[config.mk]
export PLATFORM = sky130hd
export DESIGN_NAME = datapath
export DESIGN_NICKNAME = d
export VERILOG_FILES = /design/src/rtl/datapath.sv
export SDC_FILE = /design/constraint.sdc
export NUM_CORES = 1
export LEC_CHECK = 0
export CORE_MARGIN = 1.5
export CORE_UTILIZATION = 35
export CTS_BUF_LIST = sky130_fd_sc_hd__clkbuf_4
export DETAILED_ROUTE_END_ITERATION = 8
export DONT_BUFFER_PORTS = 1
export GPL_TIMING_DRIVEN = 0
export PLACE_DENSITY = 0.59
export SLEW_MARGIN = 10
export SYNTH_ARGS = -nofsm -noshare
export SYNTH_HDL_FRONTEND = slang
export SYNTH_SLANG_ARGS = --single-unit
[constraint.sdc]
create_clock -name CLK -period 5.85 [get_ports CLK]
set_clock_uncertainty 0.2 [all_clocks]
set_input_delay 0.585 -clock CLK [delete_from_list [all_inputs] [get_ports CLK]]
set_output_delay 0.585 -clock CLK [all_outputs]
set_load 0.05 [all_outputs]
[src/rtl/datapath.sv]
// datapath: register/ALU/RAM datapath driven by the microcode sequencer's control word.
// Latency: bus and ALU are combinational; every register, flag, PC and RAM update is visible 1 cycle later.
// Backpressure: none; the control word is obeyed every cycle, and HALTED freezes state until RESET.
//
// Ports:
//   CLK, RESET                 clock, synchronous active-high reset
//   HLT, CE, SU, RI            halt, PC count enable, ALU subtract, RAM write-from-bus (active high)
//   AIn..MIn                   active-low register loads (A, B, OUT, IR, PC jump, flags, MAR)
//   AOn..NOn                   active-low bus drivers, priority A > B > I > C > E > R > N
//   IN_DATA                    external input port driven onto the bus by NOn
//   PROG_WE/ADDR/DATA          external RAM loader, active in every state including reset/halt
//   OPCODE, CF, ZF             registered status back to the sequencer
//   OUT_DATA, OUT_STROBE       output register and its one-cycle load pulse
//   HALTED                     sticky halt, cleared only by RESET
//   BUS_ERR                    sticky multiple-driver flag, present only with DATAPATH_BUS_ERR_EN
//   BUS                        resolved bus value (debug)
//
// Optional feature macro: DATAPATH_BUS_ERR_EN adds the BUS_ERR output and its checker.

module datapath (
  input  logic       CLK,
  input  logic       RESET,
  input  logic       HLT,
  input  logic       CE,
  input  logic       SU,
  input  logic       RI,
  input  logic       AIn,
  input  logic       BIn,
  input  logic       OIn,
  input  logic       IIn,
  input  logic       Jn,
  input  logic       FIn,
  input  logic       MIn,
  input  logic       AOn,
  input  logic       BOn,
  input  logic       IOn,
  input  logic       COn,
  input  logic       EOn,
  input  logic       ROn,
  input  logic       NOn,
  input  logic [7:0] IN_DATA,
  input  logic       PROG_WE,
  input  logic [3:0] PROG_ADDR,
  input  logic [7:0] PROG_DATA,
  output logic [3:0] OPCODE,
  output logic       CF,
  output logic       ZF,
  output logic [7:0] OUT_DATA,
  output logic       OUT_STROBE,
  output logic       HALTED,
`ifdef DATAPATH_BUS_ERR_EN
  output logic       BUS_ERR,
`endif
  output logic [7:0] BUS
);

  // Architectural state
  logic [7:0] a_q, a_d;
  logic [7:0] b_q, b_d;
  logic [7:0] ir_q, ir_d;
  logic [7:0] out_q, out_d;
  logic [3:0] mar_q, mar_d;
  logic [3:0] pc_q, pc_d;
  logic       cf_q, cf_d;
  logic       zf_q, zf_d;
  logic       strobe_q, strobe_d;
  logic       halted_q, halted_d;

  // 16x8 program/data RAM; deliberately has no reset so a loaded program survives RESET
  logic [7:0] mem_q [16];

  // Combinational datapath signals
  logic [7:0] bus;
  logic [8:0] alu_sum;
  logic       alu_c;
  logic       alu_z;
  logic       upd_en;
  logic       ri_wr_en;

  // ---------------------------------------------------------------------------
  // Bus resolution: fixed priority, first active-low driver wins
  // ---------------------------------------------------------------------------
  always_comb begin
    bus = 8'h00;
    if (!AOn)      bus = a_q;
    else if (!BOn) bus = b_q;
    else if (!IOn) bus = {4'h0, ir_q[3:0]};
    else if (!COn) bus = {4'h0, pc_q};
    else if (!EOn) bus = alu_sum[7:0];
    else if (!ROn) bus = mem_q[mar_q];
    else if (!NOn) bus = IN_DATA;
  end

  // ---------------------------------------------------------------------------
  // ALU: two's-complement subtract is A + ~B + 1, so the carry out is the
  // "no borrow" flag (set when A >= B on subtract).
  // ---------------------------------------------------------------------------
  always_comb begin
    alu_sum = {1'b0, a_q} + {1'b0, (SU ? ~b_q : b_q)} + {8'h00, SU};
    alu_c   = alu_sum[8];
    alu_z   = (alu_sum[7:0] == 8'h00);
  end

  // Once halted, only the RAM loader and RESET can change anything
  assign upd_en = ~halted_q;

  // ---------------------------------------------------------------------------
  // Next-state logic: every load samples the same-cycle bus, so a register that
  // drives and loads in the same cycle simply reloads its own value.
  // ---------------------------------------------------------------------------
  always_comb begin
    a_d      = a_q;
    b_d      = b_q;
    ir_d     = ir_q;
    out_d    = out_q;
    mar_d    = mar_q;
    pc_d     = pc_q;
    cf_d     = cf_q;
    zf_d     = zf_q;
    strobe_d = 1'b0;
    halted_d = halted_q | HLT;

    if (upd_en) begin
      if (!AIn) a_d   = bus;
      if (!BIn) b_d   = bus;
      if (!IIn) ir_d  = bus;
      if (!MIn) mar_d = bus[3:0];
      if (!OIn) begin
        out_d    = bus;
        strobe_d = 1'b1;
      end
      if (!FIn) begin
        cf_d = alu_c;
        zf_d = alu_z;
      end
      // Jump has priority over the increment; 4-bit add wraps 15 -> 0
      if (!Jn)     pc_d = bus[3:0];
      else if (CE) pc_d = pc_q + 4'd1;
    end
  end

  always_ff @(posedge CLK) begin
    if (RESET) begin
      a_q      <= 8'h00;
      b_q      <= 8'h00;
      ir_q     <= 8'h00;
      out_q    <= 8'h00;
      mar_q    <= 4'h0;
      pc_q     <= 4'h0;
      cf_q     <= 1'b0;
      zf_q     <= 1'b0;
      strobe_q <= 1'b0;
      halted_q <= 1'b0;
    end else begin
      a_q      <= a_d;
      b_q      <= b_d;
      ir_q     <= ir_d;
      out_q    <= out_d;
      mar_q    <= mar_d;
      pc_q     <= pc_d;
      cf_q     <= cf_d;
      zf_q     <= zf_d;
      strobe_q <= strobe_d;
      halted_q <= halted_d;
    end
  end

  // ---------------------------------------------------------------------------
  // RAM writes. The loader write is placed last so it overrides an RI write
  // to the same address in the same cycle; RI is dropped during reset/halt.
  // ---------------------------------------------------------------------------
  assign ri_wr_en = RI & upd_en & ~RESET;

  always_ff @(posedge CLK) begin
    if (ri_wr_en) mem_q[mar_q] <= bus;
    if (PROG_WE)  mem_q[PROG_ADDR] <= PROG_DATA;
  end

`ifdef DATAPATH_BUS_ERR_EN
  // ---------------------------------------------------------------------------
  // Contention checker: flags any cycle with two or more drivers enabled.
  // x & (x-1) clears the lowest set bit, so it is non-zero iff >1 bit is set.
  // ---------------------------------------------------------------------------
  logic [6:0] drv_act;
  logic       multi_drv;
  logic       bus_err_q, bus_err_d;

  always_comb begin
    drv_act   = ~{AOn, BOn, IOn, COn, EOn, ROn, NOn};
    multi_drv = |(drv_act & (drv_act - 7'd1));
    bus_err_d = bus_err_q | multi_drv;
  end

  always_ff @(posedge CLK) begin
    if (RESET) bus_err_q <= 1'b0;
    else       bus_err_q <= bus_err_d;
  end

  assign BUS_ERR = bus_err_q;
`endif

  // Outputs
  assign OPCODE     = ir_q[7:4];
  assign CF         = cf_q;
  assign ZF         = zf_q;
  assign OUT_DATA   = out_q;
  assign OUT_STROBE = strobe_q;
  assign HALTED     = halted_q;
  assign BUS        = bus;

endmodule

==> summary.txt <==
Placement
  – Detail Placement HPWL: 23.65 mm
  – GPL Wtd Cong: 0.9229
  – Post-Place Cells: 1,341
  – Port Buf Inserts: 0

Worst setup path
  – Crit-path max FO: 10
  – CP Capture Type: output port
  – R2R depth: 10
  – Reg-to-reg endpoint: mem_q[12][6]
  – Crit Path Class: register to output port
  – Data required time of the worst path: 5.07 ns
  – Register-to-register setup slack: 2.17 ns
  – Worst Setup Start Kind: register
  – Worst r2r src: b_q[0]
  – Arr. time, crit path: 3.98 ns

Cells and area
  – Synth-to-layout area growth: 9.594%
  – Commonest non-fill, non-tap cells in the layout: nand2_1, edfxtp_1, nor2_1
  – Share of post-route cells with drive strength above 1: 13.48%
  – Non-Filler Instances: 1,382
  – Most common cell after layout, fill and taps aside: nand2_1
  – Final net count: 1,049
  – Fillcell total: 2,675

Logic synthesis
  – Cell variety after synth: 68
  – Post-synth EDFFs: 128
  – Top-area cell type share of the netlist area: 39.46%
  – Mux contribution to synthesized area: 11.71%
  – Post-synth top flop: edfxtp_1
  – Compound-Gate Fraction of Synth Area: 14.58%
  – Sequential area share after synthesis: 49.32%
  – Yosys warns: 0
  – Average size of a mapped cell: 10.17 um^2
  – Cell taking the most area after synthesis: edfxtp_1
  – Post-synthesis async set-or-reset flop share: 0%
  – Post-Synth Adder-Cell Area: 1.490%
  – Mapped Area: 0.009742 mm^2
  – Largest family of logic cells by synthesized area: simple AND/OR/NAND/NOR gates
  – Post-Synth XOR/XNOR Area: 1.079%
  – Top cells by area, synth: edfxtp_1, dfxtp_1, nand2_1
  – #FFs+latches synth: 176
  – Post-Synthesis Cells: 958
  – Post-Syn Nets: 1,010
  – Simple-gate share of the synthesized area: 16.83%

Routing
  – Post-Route WL: 31.79 mm
  – Vias per std cell: 5.684
  – Routed Antenna Nets: 0
  – DR iter-0 viols: 1,121
  – # DRC: 0
  – Drt wl/cell: 23.00 um
  – Total number of vias: 7,855
  – First drt pass iteration count: 6

Power
  – Peak supply drop: 0.1107 mV
  – Clock network power share: 27.3%
  – Pwr dens: 246.7 mW/mm^2
  – Int Pwr: 1816 uW
  – Sw power: 817.7 uW
  – Comb pwr share: 18.5%
  – Sequential share of power: 54.2%
  – Leakage: 0.003594 uW
  – Sw frac: 31.05%

Die
  – Initial Util: 35.95%
  – Row cnt: 60
  – Die ar.: 0.02884 mm^2
  – # IOs: 65
  – Overall die height: 169.8 um
  – Die Wd: 169.8 um
  – Core ar.: 0.02710 mm^2

STA
  – Final slew viol count: 0
  – Slew HR: 27.89%
  – Setup TNS: 0 ns
  – Fin crit share: 81.38%
  – Final setup fails: 0
  – RSZ-0062 raised after global routing: no
  – Slew @ Worst Pin: 1.073 ns
  – Fmax: 0.2101 GHz
  – Crit path time final: 4.761 ns
  – Fin. Hold Viols: 0
  – Hold_ws: 0.05616 ns

Clocking
  – CTS Sinks: 176
  – Later-pin clock latency in the skew report: 0.60 ns
  – CTS clk-pin slew, worst paths: 0.15 ns
  – CTS Buf Count: 17
  – Post-CTS Setup Bufs: 0
  – CTS tree: done
  – Clk root buf: clkbuf_4
  – # H-tree levels: 4
  – Max clock buf depth: 2

Status
  – Status: complete, no violations

Global routing
  – Vias in the first global route: 7,434
  – Total track usage: 22.41%
  – Initial antenna violation count: 1
  – First-pass GRT wire length: 46.80 mm
  – Total gr overflow: 0
  – Largest net degree at the start of global routing: 17

Hold path
  – Hold Crit Start: MIn
  – Worst Hold Depth: 3
  – Hold WC Path Type: input pin to register

Run
  – Max_cap viols: 0
-- synthesized netlist by cell type (3+ instances only) --
cell type / count
or2_2: 6
buf_2: 11
nor3b_1: 6
buf_6: 9
mux4_2: 14
mux2_2: 34
o31ai_1: 21
a31oi_1: 3
a21o_1: 6
a211oi_1: 16
buf_4: 5
buf_12: 3
nor2b_1: 10
or4_1: 3
nand2_1: 164
dfxtp_1: 48
nor2_1: 79
o21ai_0: 78
mux2i_1: 39
nand3_1: 17
o22ai_1: 3
buf_1: 11
nand4_1: 6
nand2b_1: 14
o211ai_1: 3
xnor2_1: 4
xor2_1: 8
o21ai_1: 6
and2_1: 3
clkbuf_1: 33
nor3_1: 14
nand3b_1: 18
inv_1: 18
ha_1: 10
a21oi_1: 46
edfxtp_1: 128
a22oi_1: 9
or3_1: 9
-- routing by layer --
metal / GRT usage [%] / vias up / part of all wire, %
met1: 29.53 / 3783 / 40
li1: - / 3591 / -
met5: 0 / - / 0
met2: 35.71 / 417 / 46
met3: 5.140 / 64 / 11
met4: 8.773 / 0 / 3.3
-- cell type report --
class                   count  area [um^2]  share of cell area, %
plain buffers              72        419.2                  3.926
diodes                      1        2.502                0.02344
repair buffers             20        180.2                  1.688
inverters                  18        67.56                 0.6328
clock buffers              17        127.6                  1.195
clock inverters            14        153.9                  1.441
multi-input cells         692         4456                  41.73
well taps                 372        465.4                  4.360
flip-flops and latches    176         4805                  45.00
-- cells by family after synthesis --
kind of cell | count (synthesis)
AO/OA/AOI/OAI | 224
XOR/XNOR | 12
adder cells (fa/ha/maj) | 11
buffers and inverters | 90
flip-flops | 176
multiplexers | 89
AND/OR/NAND/NOR | 356
-- state kept, by name (all words and copies together) (netlist names), named ones only --
name        count
mem_q         128
OUT_DATA        8
a_q             8
b_q             8
ir_q            8
mar_q           4
pc_q            4
CF              1
HALTED          1
OUT_STROBE      1
ZF              1
-- worst max-delay path, stage by stage (launching register included) --
cell and delay, ns:
dfxtp_1 0.50, buf_6 0.25, buf_12 0.19, buf_12 0.17, buf_6 0.22, mux2i_1 0.36, a22oi_1 0.12, nand3_1 0.28
a31oi_2 0.19, nor2b_1 0.48, buf_2 0.34, inv_1 0.26
-- how the worst max path moves through the flow --
stage | start | end | slack (ns) | cells after the start
CTS | register | BUS[0] | 1.19 | 11
floorplan | SU | BUS[5] | 2.21 | 9
detailed placement | SU | BUS[3] | 1.73 | 10
global placement | SU | BUS[6] | 1.74 | 10
finish | register | BUS[0] | 1.09 | 11
global route | register | BUS[0] | 1.02 | 11
-- power groups by stage --
stage	registers [uW]	clock network, uW	logic [uW]
5_1_grt	1430	766	527
4_1_cts	1430	719	481
3_5_place_dp	1450	0	472
3_3_place_gp	1450	0	464
2_1_floorplan	1440	0	340
6_report	1430	720	487
-- metrics by stage --
step | power, uW | cell area [um^2] | utilization (%) | setup WS [ns]
2_1_floorplan | 1784 | 9742 | - | 2.207
3_3_place_gp | 1919 | 10210 | 37.66 | 1.744
3_5_place_dp | 1927 | 10300 | 38.01 | 1.732
4_1_cts | 2626 | 10670 | 39.39 | 1.186
5_1_grt | 2723 | 10680 | 39.40 | 1.019
6_report | 2634 | 10680 | 39.40 | 1.089
-- repair_timing --
item / CTS / global route
gates resized for setup: 0 / 0
hold buffers: 9 / 0
hold endpoints to repair: 25 / 0
setup endpoints to repair: 0 / 0
Power figures use the tool's default switching activity.
